==> src/rtl/sgd_pkg.sv <==
// Shared constants and types for the SGD dispatch front end.
// Line geometry is fixed here; the engine count is overridable per instance.
package sgd_pkg;
  localparam int ENGINE_NUM         = 1;
  localparam int NUM_BITS_PER_BANK  = 64;
  localparam int NUM_OF_BANKS       = 8;
  localparam int MAX_DIMENSION_BITS = 18;
  localparam int LINE_W             = NUM_BITS_PER_BANK * NUM_OF_BANKS;
  localparam int B_HALF_W           = LINE_W / 2;
  localparam int SLICE_SHIFT        = $clog2(NUM_BITS_PER_BANK);
  localparam int GROUP_SHIFT        = $clog2(NUM_OF_BANKS);

  typedef enum logic [1:0] {
    IDLE = 2'd0,
    RUN  = 2'd1,
    DONE = 2'd2
  } state_t;
endpackage

==> src/rtl/sgd_dispatch_axb_if.sv <==
// Read-stream inputs and dispatch FIFO write ports of the dispatcher.
// The dispatcher uses the slave modport; reader/FIFO models use master.
interface sgd_dispatch_axb_if #(
  parameter int ENGINE_NUM = 1
);
  import sgd_pkg::*;

  logic [LINE_W-1:0]                  a_rd_data;
  logic                               a_rd_valid;
  logic                               a_rd_ready;
  logic [LINE_W-1:0]                  b_rd_data;
  logic                               b_rd_valid;
  logic                               b_rd_ready;
  logic [ENGINE_NUM-1:0][LINE_W-1:0]  dispatch_axb_a_data;
  logic [ENGINE_NUM-1:0]              dispatch_axb_a_wr_en;
  logic [ENGINE_NUM-1:0]              dispatch_axb_a_almost_full;
  logic [B_HALF_W-1:0]                dispatch_axb_b_data;
  logic                               dispatch_axb_b_wr_en;
  logic                               dispatch_axb_b_almost_full;

  modport slave (
    input  a_rd_data, a_rd_valid, b_rd_data, b_rd_valid,
    input  dispatch_axb_a_almost_full, dispatch_axb_b_almost_full,
    output a_rd_ready, b_rd_ready,
    output dispatch_axb_a_data, dispatch_axb_a_wr_en,
    output dispatch_axb_b_data, dispatch_axb_b_wr_en
  );

  modport master (
    output a_rd_data, a_rd_valid, b_rd_data, b_rd_valid,
    output dispatch_axb_a_almost_full, dispatch_axb_b_almost_full,
    input  a_rd_ready, b_rd_ready,
    input  dispatch_axb_a_data, dispatch_axb_a_wr_en,
    input  dispatch_axb_b_data, dispatch_axb_b_wr_en
  );
endinterface

==> src/rtl/sgd_b_repack.sv <==
// Splits each 16-label B line into two 8-label writes, low half first.
// A new line is only taken once both halves of the previous one are out.
module sgd_b_repack
  import sgd_pkg::*;
(
  input  logic                clk,
  input  logic                rst,
  input  logic                clear,
  input  logic                enable,
  input  logic [31:0]         total_writes,
  input  logic [LINE_W-1:0]   rd_data,
  input  logic                rd_valid,
  output logic                rd_ready,
  input  logic                almost_full,
  output logic [B_HALF_W-1:0] wr_data,
  output logic                wr_en,
  output logic                writes_done
);
  logic [LINE_W-1:0]   line_reg;
  logic                pend_lo_reg;
  logic                pend_hi_reg;
  logic [31:0]         line_cnt_reg;
  logic [31:0]         wr_cnt_reg;
  logic [B_HALF_W-1:0] wr_data_reg;
  logic                wr_en_reg;
  logic [31:0]         total_lines;
  logic                accept;
  logic                fire;
  logic [B_HALF_W-1:0] half_next;

  assign total_lines = total_writes >> 1;
  assign rd_ready    = enable & ~pend_lo_reg & ~pend_hi_reg & (line_cnt_reg != total_lines);
  assign accept      = rd_ready & rd_valid;

  // The low half bypasses the holding register when the FIFO has room on accept.
  always_comb begin
    fire      = 1'b0;
    half_next = line_reg[B_HALF_W-1:0];
    if (!almost_full) begin
      if (accept) begin
        fire      = 1'b1;
        half_next = rd_data[B_HALF_W-1:0];
      end else if (pend_lo_reg) begin
        fire      = 1'b1;
        half_next = line_reg[B_HALF_W-1:0];
      end else if (pend_hi_reg) begin
        fire      = 1'b1;
        half_next = line_reg[LINE_W-1:B_HALF_W];
      end
    end
  end

  // Includes the write being issued this cycle so completion lines up with its strobe.
  assign writes_done = (wr_cnt_reg + {31'd0, fire}) == total_writes;

  always_ff @(posedge clk) begin
    if (rst) begin
      line_reg     <= '0;
      pend_lo_reg  <= 1'b0;
      pend_hi_reg  <= 1'b0;
      line_cnt_reg <= '0;
      wr_cnt_reg   <= '0;
      wr_data_reg  <= '0;
      wr_en_reg    <= 1'b0;
    end else begin
      wr_en_reg <= fire;
      if (fire) wr_data_reg <= half_next;
      if (clear) begin
        line_cnt_reg <= '0;
        wr_cnt_reg   <= '0;
        pend_lo_reg  <= 1'b0;
        pend_hi_reg  <= 1'b0;
      end else begin
        if (fire) wr_cnt_reg <= wr_cnt_reg + 32'd1;
        if (accept) begin
          line_reg     <= rd_data;
          pend_lo_reg  <= almost_full;
          pend_hi_reg  <= 1'b1;
          line_cnt_reg <= line_cnt_reg + 32'd1;
        end else if (fire && pend_lo_reg) begin
          pend_lo_reg <= 1'b0;
        end else if (fire) begin
          pend_hi_reg <= 1'b0;
        end
      end
    end
  end

  assign wr_data = wr_data_reg;
  assign wr_en   = wr_en_reg;
endmodule

==> src/rtl/sgd_dispatch_axb.sv <==
// Steers bit-sliced A lines to per-engine FIFOs, repacks B labels, and
// tracks bit/slice/group/epoch progress to signal the end of a run.
module sgd_dispatch_axb #(
  parameter int ENGINE_NUM         = sgd_pkg::ENGINE_NUM,
  parameter int MAX_DIMENSION_BITS = sgd_pkg::MAX_DIMENSION_BITS
) (
  input  logic        clk,
  input  logic        rst,
  input  logic        start,
  input  logic [31:0] dimension,
  input  logic [31:0] number_of_samples,
  input  logic [31:0] number_of_bits,
  input  logic [31:0] number_of_epochs,
  sgd_dispatch_axb_if.slave bus,
  output logic        busy,
  output logic        done,
  output logic [31:0] a_line_count
);
  import sgd_pkg::*;

  localparam int ENG_W = (ENGINE_NUM > 1) ? $clog2(ENGINE_NUM) : 1;

  state_t                        state_reg;
  state_t                        state_next;
  logic [31:0]                   bits_last_reg;
  logic [MAX_DIMENSION_BITS-1:0] slices_last_reg;
  logic [31:0]                   groups_last_reg;
  logic [31:0]                   epochs_last_reg;
  logic [31:0]                   b_total_reg;
  logic [31:0]                   bit_cnt_reg;
  logic [MAX_DIMENSION_BITS-1:0] slice_cnt_reg;
  logic [31:0]                   group_cnt_reg;
  logic [31:0]                   epoch_cnt_reg;
  logic [ENG_W-1:0]              eng_cnt_reg;
  logic                          a_finished_reg;
  logic [31:0]                   a_line_count_reg;

  logic load;
  logic running;
  logic a_ready;
  logic a_accept;
  logic bit_wrap;
  logic slice_wrap;
  logic group_wrap;
  logic a_last;
  logic b_writes_done;

  assign load       = (state_reg == IDLE) && start;
  assign running    = (state_reg == RUN);
  assign a_ready    = running && !a_finished_reg && !bus.dispatch_axb_a_almost_full[eng_cnt_reg];
  assign a_accept   = a_ready && bus.a_rd_valid;
  assign bit_wrap   = (bit_cnt_reg == bits_last_reg);
  assign slice_wrap = (slice_cnt_reg == slices_last_reg);
  assign group_wrap = (group_cnt_reg == groups_last_reg);
  assign a_last     = a_accept && bit_wrap && slice_wrap && group_wrap &&
                      (epoch_cnt_reg == epochs_last_reg);
  assign bus.a_rd_ready = a_ready;

  always_ff @(posedge clk) begin
    if (rst) state_reg <= IDLE;
    else     state_reg <= state_next;
  end

  always_comb begin
    state_next = state_reg;
    case (state_reg)
      IDLE:    if (start) state_next = RUN;
      RUN:     if ((a_finished_reg || a_last) && b_writes_done) state_next = DONE;
      DONE:    state_next = IDLE;
      default: state_next = IDLE;
    endcase
  end

  // Counters nest bit -> slice -> group -> epoch; the engine index follows the slice.
  always_ff @(posedge clk) begin
    if (rst) begin
      bits_last_reg    <= '0;
      slices_last_reg  <= '0;
      groups_last_reg  <= '0;
      epochs_last_reg  <= '0;
      b_total_reg      <= '0;
      bit_cnt_reg      <= '0;
      slice_cnt_reg    <= '0;
      group_cnt_reg    <= '0;
      epoch_cnt_reg    <= '0;
      eng_cnt_reg      <= '0;
      a_finished_reg   <= 1'b0;
      a_line_count_reg <= '0;
    end else if (load) begin
      bits_last_reg    <= number_of_bits - 32'd1;
      slices_last_reg  <= MAX_DIMENSION_BITS'((dimension >> SLICE_SHIFT) - 32'd1);
      groups_last_reg  <= (number_of_samples >> GROUP_SHIFT) - 32'd1;
      epochs_last_reg  <= number_of_epochs - 32'd1;
      b_total_reg      <= (number_of_samples >> GROUP_SHIFT) * number_of_epochs;
      bit_cnt_reg      <= '0;
      slice_cnt_reg    <= '0;
      group_cnt_reg    <= '0;
      epoch_cnt_reg    <= '0;
      eng_cnt_reg      <= '0;
      a_finished_reg   <= 1'b0;
      a_line_count_reg <= '0;
    end else if (a_accept) begin
      a_line_count_reg <= a_line_count_reg + 32'd1;
      if (a_last) a_finished_reg <= 1'b1;
      if (!bit_wrap) begin
        bit_cnt_reg <= bit_cnt_reg + 32'd1;
      end else begin
        bit_cnt_reg <= '0;
        if (!slice_wrap) begin
          slice_cnt_reg <= slice_cnt_reg + 1'b1;
          eng_cnt_reg   <= (eng_cnt_reg == ENG_W'(ENGINE_NUM - 1)) ? '0 : eng_cnt_reg + 1'b1;
        end else begin
          slice_cnt_reg <= '0;
          eng_cnt_reg   <= '0;
          if (!group_wrap) begin
            group_cnt_reg <= group_cnt_reg + 32'd1;
          end else begin
            group_cnt_reg <= '0;
            epoch_cnt_reg <= epoch_cnt_reg + 32'd1;
          end
        end
      end
    end
  end

  for (genvar gi = 0; gi < ENGINE_NUM; gi++) begin : g_lane
    logic              hit;
    logic [LINE_W-1:0] data_reg;
    logic              wr_en_reg;

    assign hit = a_accept && (eng_cnt_reg == ENG_W'(gi));

    always_ff @(posedge clk) begin
      if (rst) begin
        data_reg  <= '0;
        wr_en_reg <= 1'b0;
      end else begin
        wr_en_reg <= hit;
        if (hit) data_reg <= bus.a_rd_data;
      end
    end

    assign bus.dispatch_axb_a_data[gi]  = data_reg;
    assign bus.dispatch_axb_a_wr_en[gi] = wr_en_reg;
  end

  sgd_b_repack u_b_repack (
    .clk          (clk),
    .rst          (rst),
    .clear        (load),
    .enable       (running),
    .total_writes (b_total_reg),
    .rd_data      (bus.b_rd_data),
    .rd_valid     (bus.b_rd_valid),
    .rd_ready     (bus.b_rd_ready),
    .almost_full  (bus.dispatch_axb_b_almost_full),
    .wr_data      (bus.dispatch_axb_b_data),
    .wr_en        (bus.dispatch_axb_b_wr_en),
    .writes_done  (b_writes_done)
  );

  assign busy         = (state_reg != IDLE);
  assign done         = (state_reg == DONE);
  assign a_line_count = a_line_count_reg;
endmodule

==> src/flat_wrapper.sv <==
// flat-port wrapper written by rule: the top's interface ports become plain ports
module sgd_dispatch_axb_flat import sgd_pkg::*;
#(
  parameter int ENGINE_NUM         = sgd_pkg::ENGINE_NUM,
  parameter int MAX_DIMENSION_BITS = sgd_pkg::MAX_DIMENSION_BITS
)
  (clk, rst, start, dimension, number_of_samples, number_of_bits, number_of_epochs, busy, done, a_line_count, bus_a_rd_data, bus_a_rd_valid, bus_b_rd_data, bus_b_rd_valid, bus_dispatch_axb_a_almost_full, bus_dispatch_axb_b_almost_full, bus_a_rd_ready, bus_b_rd_ready, bus_dispatch_axb_a_data, bus_dispatch_axb_a_wr_en, bus_dispatch_axb_b_data, bus_dispatch_axb_b_wr_en);
  sgd_dispatch_axb_if #(.ENGINE_NUM(ENGINE_NUM)) bus_i ();
  input  logic clk;
  input  logic rst;
  input  logic start;
  input  logic [31:0] dimension;
  input  logic [31:0] number_of_samples;
  input  logic [31:0] number_of_bits;
  input  logic [31:0] number_of_epochs;
  output logic busy;
  output logic done;
  output logic [31:0] a_line_count;
  input wire logic [$bits(bus_i.a_rd_data)-1:0] bus_a_rd_data;
  input wire logic [$bits(bus_i.a_rd_valid)-1:0] bus_a_rd_valid;
  input wire logic [$bits(bus_i.b_rd_data)-1:0] bus_b_rd_data;
  input wire logic [$bits(bus_i.b_rd_valid)-1:0] bus_b_rd_valid;
  input wire logic [$bits(bus_i.dispatch_axb_a_almost_full)-1:0] bus_dispatch_axb_a_almost_full;
  input wire logic [$bits(bus_i.dispatch_axb_b_almost_full)-1:0] bus_dispatch_axb_b_almost_full;
  output wire logic [$bits(bus_i.a_rd_ready)-1:0] bus_a_rd_ready;
  output wire logic [$bits(bus_i.b_rd_ready)-1:0] bus_b_rd_ready;
  output wire logic [$bits(bus_i.dispatch_axb_a_data)-1:0] bus_dispatch_axb_a_data;
  output wire logic [$bits(bus_i.dispatch_axb_a_wr_en)-1:0] bus_dispatch_axb_a_wr_en;
  output wire logic [$bits(bus_i.dispatch_axb_b_data)-1:0] bus_dispatch_axb_b_data;
  output wire logic [$bits(bus_i.dispatch_axb_b_wr_en)-1:0] bus_dispatch_axb_b_wr_en;
  assign bus_i.a_rd_data = bus_a_rd_data;
  assign bus_i.a_rd_valid = bus_a_rd_valid;
  assign bus_i.b_rd_data = bus_b_rd_data;
  assign bus_i.b_rd_valid = bus_b_rd_valid;
  assign bus_i.dispatch_axb_a_almost_full = bus_dispatch_axb_a_almost_full;
  assign bus_i.dispatch_axb_b_almost_full = bus_dispatch_axb_b_almost_full;
  assign bus_a_rd_ready = bus_i.a_rd_ready;
  assign bus_b_rd_ready = bus_i.b_rd_ready;
  assign bus_dispatch_axb_a_data = bus_i.dispatch_axb_a_data;
  assign bus_dispatch_axb_a_wr_en = bus_i.dispatch_axb_a_wr_en;
  assign bus_dispatch_axb_b_data = bus_i.dispatch_axb_b_data;
  assign bus_dispatch_axb_b_wr_en = bus_i.dispatch_axb_b_wr_en;
  sgd_dispatch_axb #(.ENGINE_NUM(ENGINE_NUM), .MAX_DIMENSION_BITS(MAX_DIMENSION_BITS)) u_core (.clk(clk), .rst(rst), .start(start), .dimension(dimension), .number_of_samples(number_of_samples), .number_of_bits(number_of_bits), .number_of_epochs(number_of_epochs), .bus(bus_i), .busy(busy), .done(done), .a_line_count(a_line_count));
endmodule
==> config.mk <==
export PLATFORM = sky130hd
export DESIGN_NAME = sgd_dispatch_axb_flat
export DESIGN_NICKNAME = d
export VERILOG_FILES = /design/src/rtl/sgd_pkg.sv /design/src/rtl/sgd_dispatch_axb_if.sv /design/src/rtl/sgd_b_repack.sv /design/src/rtl/sgd_dispatch_axb.sv /design/src/flat_wrapper.sv
export SDC_FILE = /design/constraint.sdc
export NUM_CORES = 2
export LEC_CHECK = 0
export CORE_AREA = 3 3 764 766
export CTS_BUF_LIST = sky130_fd_sc_hd__clkbuf_8
export DETAILED_ROUTE_END_ITERATION = 10
export DIE_AREA = 0 0 767 769
export GPL_TIMING_DRIVEN = 1
export MAX_ROUTING_LAYER = met4
export PLACE_DENSITY_LB_ADDON = 0.12
export SLEW_MARGIN = 20
export SYNTH_ARGS = -nofsm -noshare
export SYNTH_HDL_FRONTEND = slang
export SYNTH_SLANG_ARGS = --single-unit
==> constraint.sdc <==
create_clock -name clk -period 12.15 [get_ports clk]
set_input_delay 3.645 -clock clk [delete_from_list [all_inputs] [get_ports clk]]
set_output_delay 3.645 -clock clk [all_outputs]
set_load 0.02 [all_outputs]
======== Word-level counts from Yosys, hierarchy flattened ========
Index checks and enable logic that the tools add are counted.
storage, ports and cells
  memories ................................ 0
  bits in writable memories ............... 0
  word-level logic and storage cells ...... 104
  input bits .............................. 1159
  output and inout port bits .............. 806
  bits in read-only memories .............. 0
  bits in latches ......................... 0
  register bits ........................... 1644
cells by class
  multiplexer cells ....................... 22
  multipliers ............................. 1
  reductions and logical operators ........ 26
  $lt $le $gt $ge ......................... 1
  add/subtract/negate cells ............... 13
  bitwise gates (word level) .............. 8
  divide/modulo/power cells ............... 0
  eq/ne operators ......................... 11
  shift operators ......................... 0
operator list
  kind                                                 count
  2-to-1 mux 256 bit                                   4
  adder 32 x 1 -> 32 bit (second input constant)       6
  == test 32 bit                                       4
  2-to-1 mux 32 bit                                    2
  subtractor 32 x 1 -> 32 bit (second input constant)  2
  adder 32 x 1 -> 32 bit                               1
  multiplier 29 x 32 -> 32 bit                         1
  != test 32 x 31 -> 1 bit                             1
  subtractor 29 x 1 -> 30 bit (second input constant)  1
  adder 18 x 1 -> 18 bit (second input constant)       1
  == test 18 bit                                       1
  2-to-1 mux 18 bit                                    1
  subtractor 18 x 1 -> 18 bit (second input constant)  1
  2-to-1 mux 1 bit                                     12
  logical AND 1 bit                                    11
  AND reduction 2 bit                                  5
  != test 2 bit (second input constant)                3
  nonzero test 2 bit                                   3
  bitwise AND 1 bit                                    4
  2-to-1 mux 2 bit                                     2
  NOT 1 bit                                            4
  case mux 2 bit (2 select lines)                      1
  AND reduction 4 bit                                  1
  AND reduction 3 bit                                  1
  8 further kinds                                      9

======== Depth between registers and ports, before layout ========
  depth in word-level cells ............... 13
  depth in mapped cells ................... 29
  gate-level depth less buffers ........... 27

======== Hierarchy ========
From an unflattened synthesis, not the netlist that was laid out.
second synthesis, totals
  cells, all modules ...................... 10491
  area, all modules ....................... 82948.3 um2
modules (own cells, without submodules)
  module            cells an instance  sequential area each (um2)  times used  area each (um2)
  sgd_dispatch_axb  5709               16135.5                     1           47229.0
  sgd_b_repack      4782               16716.0                     1           35719.3

======== Worst setup path before layout ========
No wires, ideal clock.
  path kind ............................... input to register
  from .................................... in number_of_epochs[9]
  to ...................................... reg u_core.b_total_reg[30]
  cell stages on the path ................. 28
  library setup time ...................... 58 ps
  slack ................................... 1746 ps
  buffers on the path ..................... 2
  arrival ................................. 10346 ps
  cell sequence ........................... clkbuf_1 -> buf_1 -> nand2_1 -> fa_1 -> inv_1 -> fa_1 -> fa_1 -> inv_1 -> fa_1 -> inv_1 -> fa_1 -> inv_1 -> fa_1 -> inv_1 -> fa_1 -> inv_1 -> fa_1 -> inv_1 -> ha_1 -> and3_1 -> and2_1 -> nand2_1 -> o21ai_0 -> nand4_1 -> a21oi_1 -> o211ai_1 -> a2111oi_0 -> a211o_1
between the ends
  word-level cells in the longest chain between the ends .. 1
RTL lines
  item                          line                    text
  start: declaration            flat_wrapper.sv:15      input logic [31:0] number_of_epochs;
  multiplier 29 x 32 -> 32 bit  sgd_dispatch_axb.sv:94  b_total_reg <= (number_of_samples >> GROUP_SHIFT) * number_of_epochs;
  end signal: assignment        sgd_dispatch_axb.sv:94
  end: declaration              sgd_dispatch_axb.sv:29  logic [31:0] b_total_reg;
Every way passes these cells.
A chain may end at the register's enable or synchronous reset.

======== Final worst setup path ========
  from .................................... in number_of_samples[8]
  to ...................................... reg u_core.b_total_reg[31]
between the ends
  word-level cells in the longest chain between the ends .. 1
RTL lines
  item                          line                    text
  start: declaration            flat_wrapper.sv:13      input logic [31:0] number_of_samples;
  multiplier 29 x 32 -> 32 bit  sgd_dispatch_axb.sv:94
Every way passes these cells.

==> run metrics <==
routability cong. 0.947; multi-input logic area 44200 sq um; ANT nets after route 0; post-CTS setup buffer count 0; Reg2Reg Depth 16; Routed WL per cell 29.3 um; skew final 0.137 ns; post-route setup TNS 0 ns; Skew-Pair Late Insertion Delay 1.18 ns; Initial DRC Count 4816; CTS tree done; RSZ-0062 raised after global routing false; Avg Cell Area, Syn 7.88 sq um; Async S/R FF share, synth 0%; Clock transition at path regs 0.06 ns; top_reg_cell synth dfxtp_1; pin count of the biggest net entering global routing 169; DP Cell Count 19500; via count 79700; Synth Instances 10400; Reg2Reg Setup Slack 6.24 ns; DP Area 110000 sq um; vias in the first global route 79300; Min-Delay Path Class reg -> reg; global-route wire length before repair 775 mm; die area 590000 sq um; Max IR drop VDD 0.659 mV; core box area 577000 sq um; DRT Wirelength 595 mm; Power, Total 26.7 mW; fillers 65100; initial antenna violation count 371; min cycle time layout 10.59 ns; Sequential Area 32900 sq um; worst flop-to-flop path endpoint u_core.state_reg[0]$_SDFFE_PP0P_; Initial Util 14.2%; Vert. Die Dim 769 um; DRC 0; synthesized area 81700 sq um; post-synthesis sequential area ratio 40.2%; CTS Buf Count 362; Setup violations, final 0; Worst Path Arrival 11.51 ns; cts repair resizes 0; hold_sp u_core.u_b_repack.wr_data[68]$_SDFFE_PP0P_; CTS Buffer Depth 4; Hold Crit Depth 2; Slew HR 13.9%; Post-synth EDFFs 0; Nets 13800; Non-Filler Instances 20300; MaxCap Viol Count 0; layout cell share with drive strength beyond 1 5.52%; hold slack 0.451 ns; Slew Limit Fails 0; register bit total from synthesis 1641; final period utilization 87.2%; FF-to-FF Start u_core.b_total_reg[27]$_SDFFE_PP0P_; Sink Count 1641; distinct cell type count after synthesis 60; achievable frequency 94.4 MHz; Final Hold Viols 0; Endpoint, Worst Hold u_core.u_b_repack.wr_data[68]$_SDFFE_PP0P_; status complete, no violations; worst-margin pin slew 1.29 ns; Area growth, synth to finish 43.6%; # IOs 1965; die width 767 um; GRT Total Usage 19.9%; vias per cell 3.93; critical path required time 13.07 ns; Cell Pwr Density 228 nW/um^2; IO buf count 1947; final instance area 117000 sq um; htree depth 5; First-pass DRT Iterations 6; crit end category flop; CTS hold repair buffers 0; hpwl dp 479 mm; Crit. Startpoint number_of_samples[8]; Clk Tree Root Cell clkbuf_8; syn_nets 12100; leakage power 41.7 nW; num rows 279; YS warnings 0; startpoint type of the worst setup path input pin; grt ovf 0; crit path kind in -> reg; CP max FO 14
Yosys cell counts, drive strengths merged, types with 2 or more instances:
cell type | count | area, sq um
a211oi | 90 | 676
or3 | 79 | 494
xnor2 | 267 | 2340
o21a | 5 | 37.5
a311oi | 28 | 245
fa | 407 | 8150
inv | 491 | 1840
o22ai | 2 | 12.5
nor4b | 2 | 32.5
mux2i | 4 | 40.0
nand4 | 64 | 400
nor2 | 351 | 1320
and3 | 37 | 231
a21oi | 1389 | 6950
ha | 130 | 1630
a2111oi | 2 | 17.5
and2 | 289 | 1810
a21o | 12 | 90.1
nor2b | 7 | 43.8
o31ai | 6 | 45.0
nor4 | 67 | 440
nand2 | 3183 | 11900
dfxtp | 1641 | 32900
o21ai | 91 | 455
nand3 | 297 | 1490
o22a | 38 | 333
o211ai | 261 | 1960
clkbuf | 740 | 2780
xor2 | 223 | 1950
or4 | 23 | 176
nand2b | 12 | 75.1
and4 | 14 | 123
nor3 | 71 | 355
o41ai | 4 | 35.0
o21bai | 6 | 45.0
a211o | 4 | 35.0
buf | 14 | 58.8
o211a | 2 | 20.0
a22o | 2 | 17.5
a31oi | 7 | 43.8
power breakdown:
part | switching (mW) | internal (mW)
Sequential | 0.172 | 5.62
Clock | 3.00 | 3.32
Combinational | 8.29 | 6.31
Total | 11.5 | 15.3
cell families after synthesis:
logic type	share of synthesized area, %
buf+inv	5.73
xor+xnor	5.25
fa+ha+maj	12.0
mux	0.0490
compound gates	13.6
simple gates	23.2
flops	40.2
worst max-delay path: stages:
cell and delay (ns):
clkdlybuf4s50_1 0.93, buf_4 0.39, nand2_1 0.12, fa_1 0.56, fa_1 0.54, fa_1 0.53, fa_1 0.57, inv_1 0.07
fa_1 0.57, fa_1 0.44, fa_1 0.49, inv_1 0.05, fa_1 0.48, inv_1 0.04, ha_1 0.22, nor3_1 0.22
nand2_1 0.08, o211a_1 0.23, or4_1 0.41, a32oi_1 0.31, a211o_1 0.22, o21ai_0 0.14, xnor2_1 0.16, a21oi_1 0.08
worst max path at each step:
stage          depth (start not counted)  slack [ns]                                  end
2_1_floorplan                         28        1.75  u_core.b_total_reg[30]$_SDFFE_PP0P_
3_3_place_gp                          24        0.41  u_core.b_total_reg[31]$_SDFFE_PP0P_
3_5_place_dp                          24        0.44  u_core.b_total_reg[31]$_SDFFE_PP0P_
4_1_cts                               24        1.70  u_core.b_total_reg[31]$_SDFFE_PP0P_
5_1_grt                               27        1.35  u_core.b_total_reg[30]$_SDFFE_PP0P_
6_report                              24        1.56  u_core.b_total_reg[31]$_SDFFE_PP0P_
layer usage:
| layer | share of wire [%] | routed length, um | vias to the layer above | GRT usage (%) |
|---|---|---|---|---|
| met1 | 37 | 220000 | 38700 | 20.7 |
| li1 | - | - | 37600 | - |
| met2 | 50 | 295000 | 2500 | 34.4 |
| met3 | 8.3 | 49300 | 917 | 6.79 |
| met4 | 5.0 | 30000 | 0 | 8.29 |
| met5 | 0 | 0 | - | - |
per-stage QoR:
stage / util (%) / setup slack, ns
after global routing: 20.3 / 1.35
after floorplan: - / 1.75
after detailed placement: 19.0 / 0.444
final: 20.3 / 1.56
after global placement: 19.0 / 0.410
after CTS: 20.2 / 1.70
layout make-up:
cell class,instances,area share (%)
Timing Repair Buffer,2128,18.0
Tap cell,7727,8.24
Antenna cell,206,0.439
Inverter,491,1.58
Sequential cell,1641,28.0
Multi-Input combinational cell,7489,37.7
Clock inverter,185,0.880
Clock buffer,436,5.11
layout by cell type, fill, tap and decap left out, drive strengths merged, types with 64 or more instances in the layout:
| cell | n |
|---|---|
| xor2 | 223 |
| buf | 183 |
| diode | 206 |
| inv | 646 |
| o21ai | 91 |
| nor4 | 67 |
| and2 | 289 |
| nor3 | 71 |
| fa | 407 |
| dfxtp | 1641 |
| clkdlybuf4s50 | 1945 |
| or3 | 79 |
| nand3 | 297 |
| clkbuf | 436 |
| xnor2 | 267 |
| nand4 | 64 |
| o211ai | 261 |
| a21oi | 1389 |
| ha | 130 |
| a211oi | 90 |
| nand2 | 3183 |
| nor2 | 351 |
(Power assumes the default switching activity.)
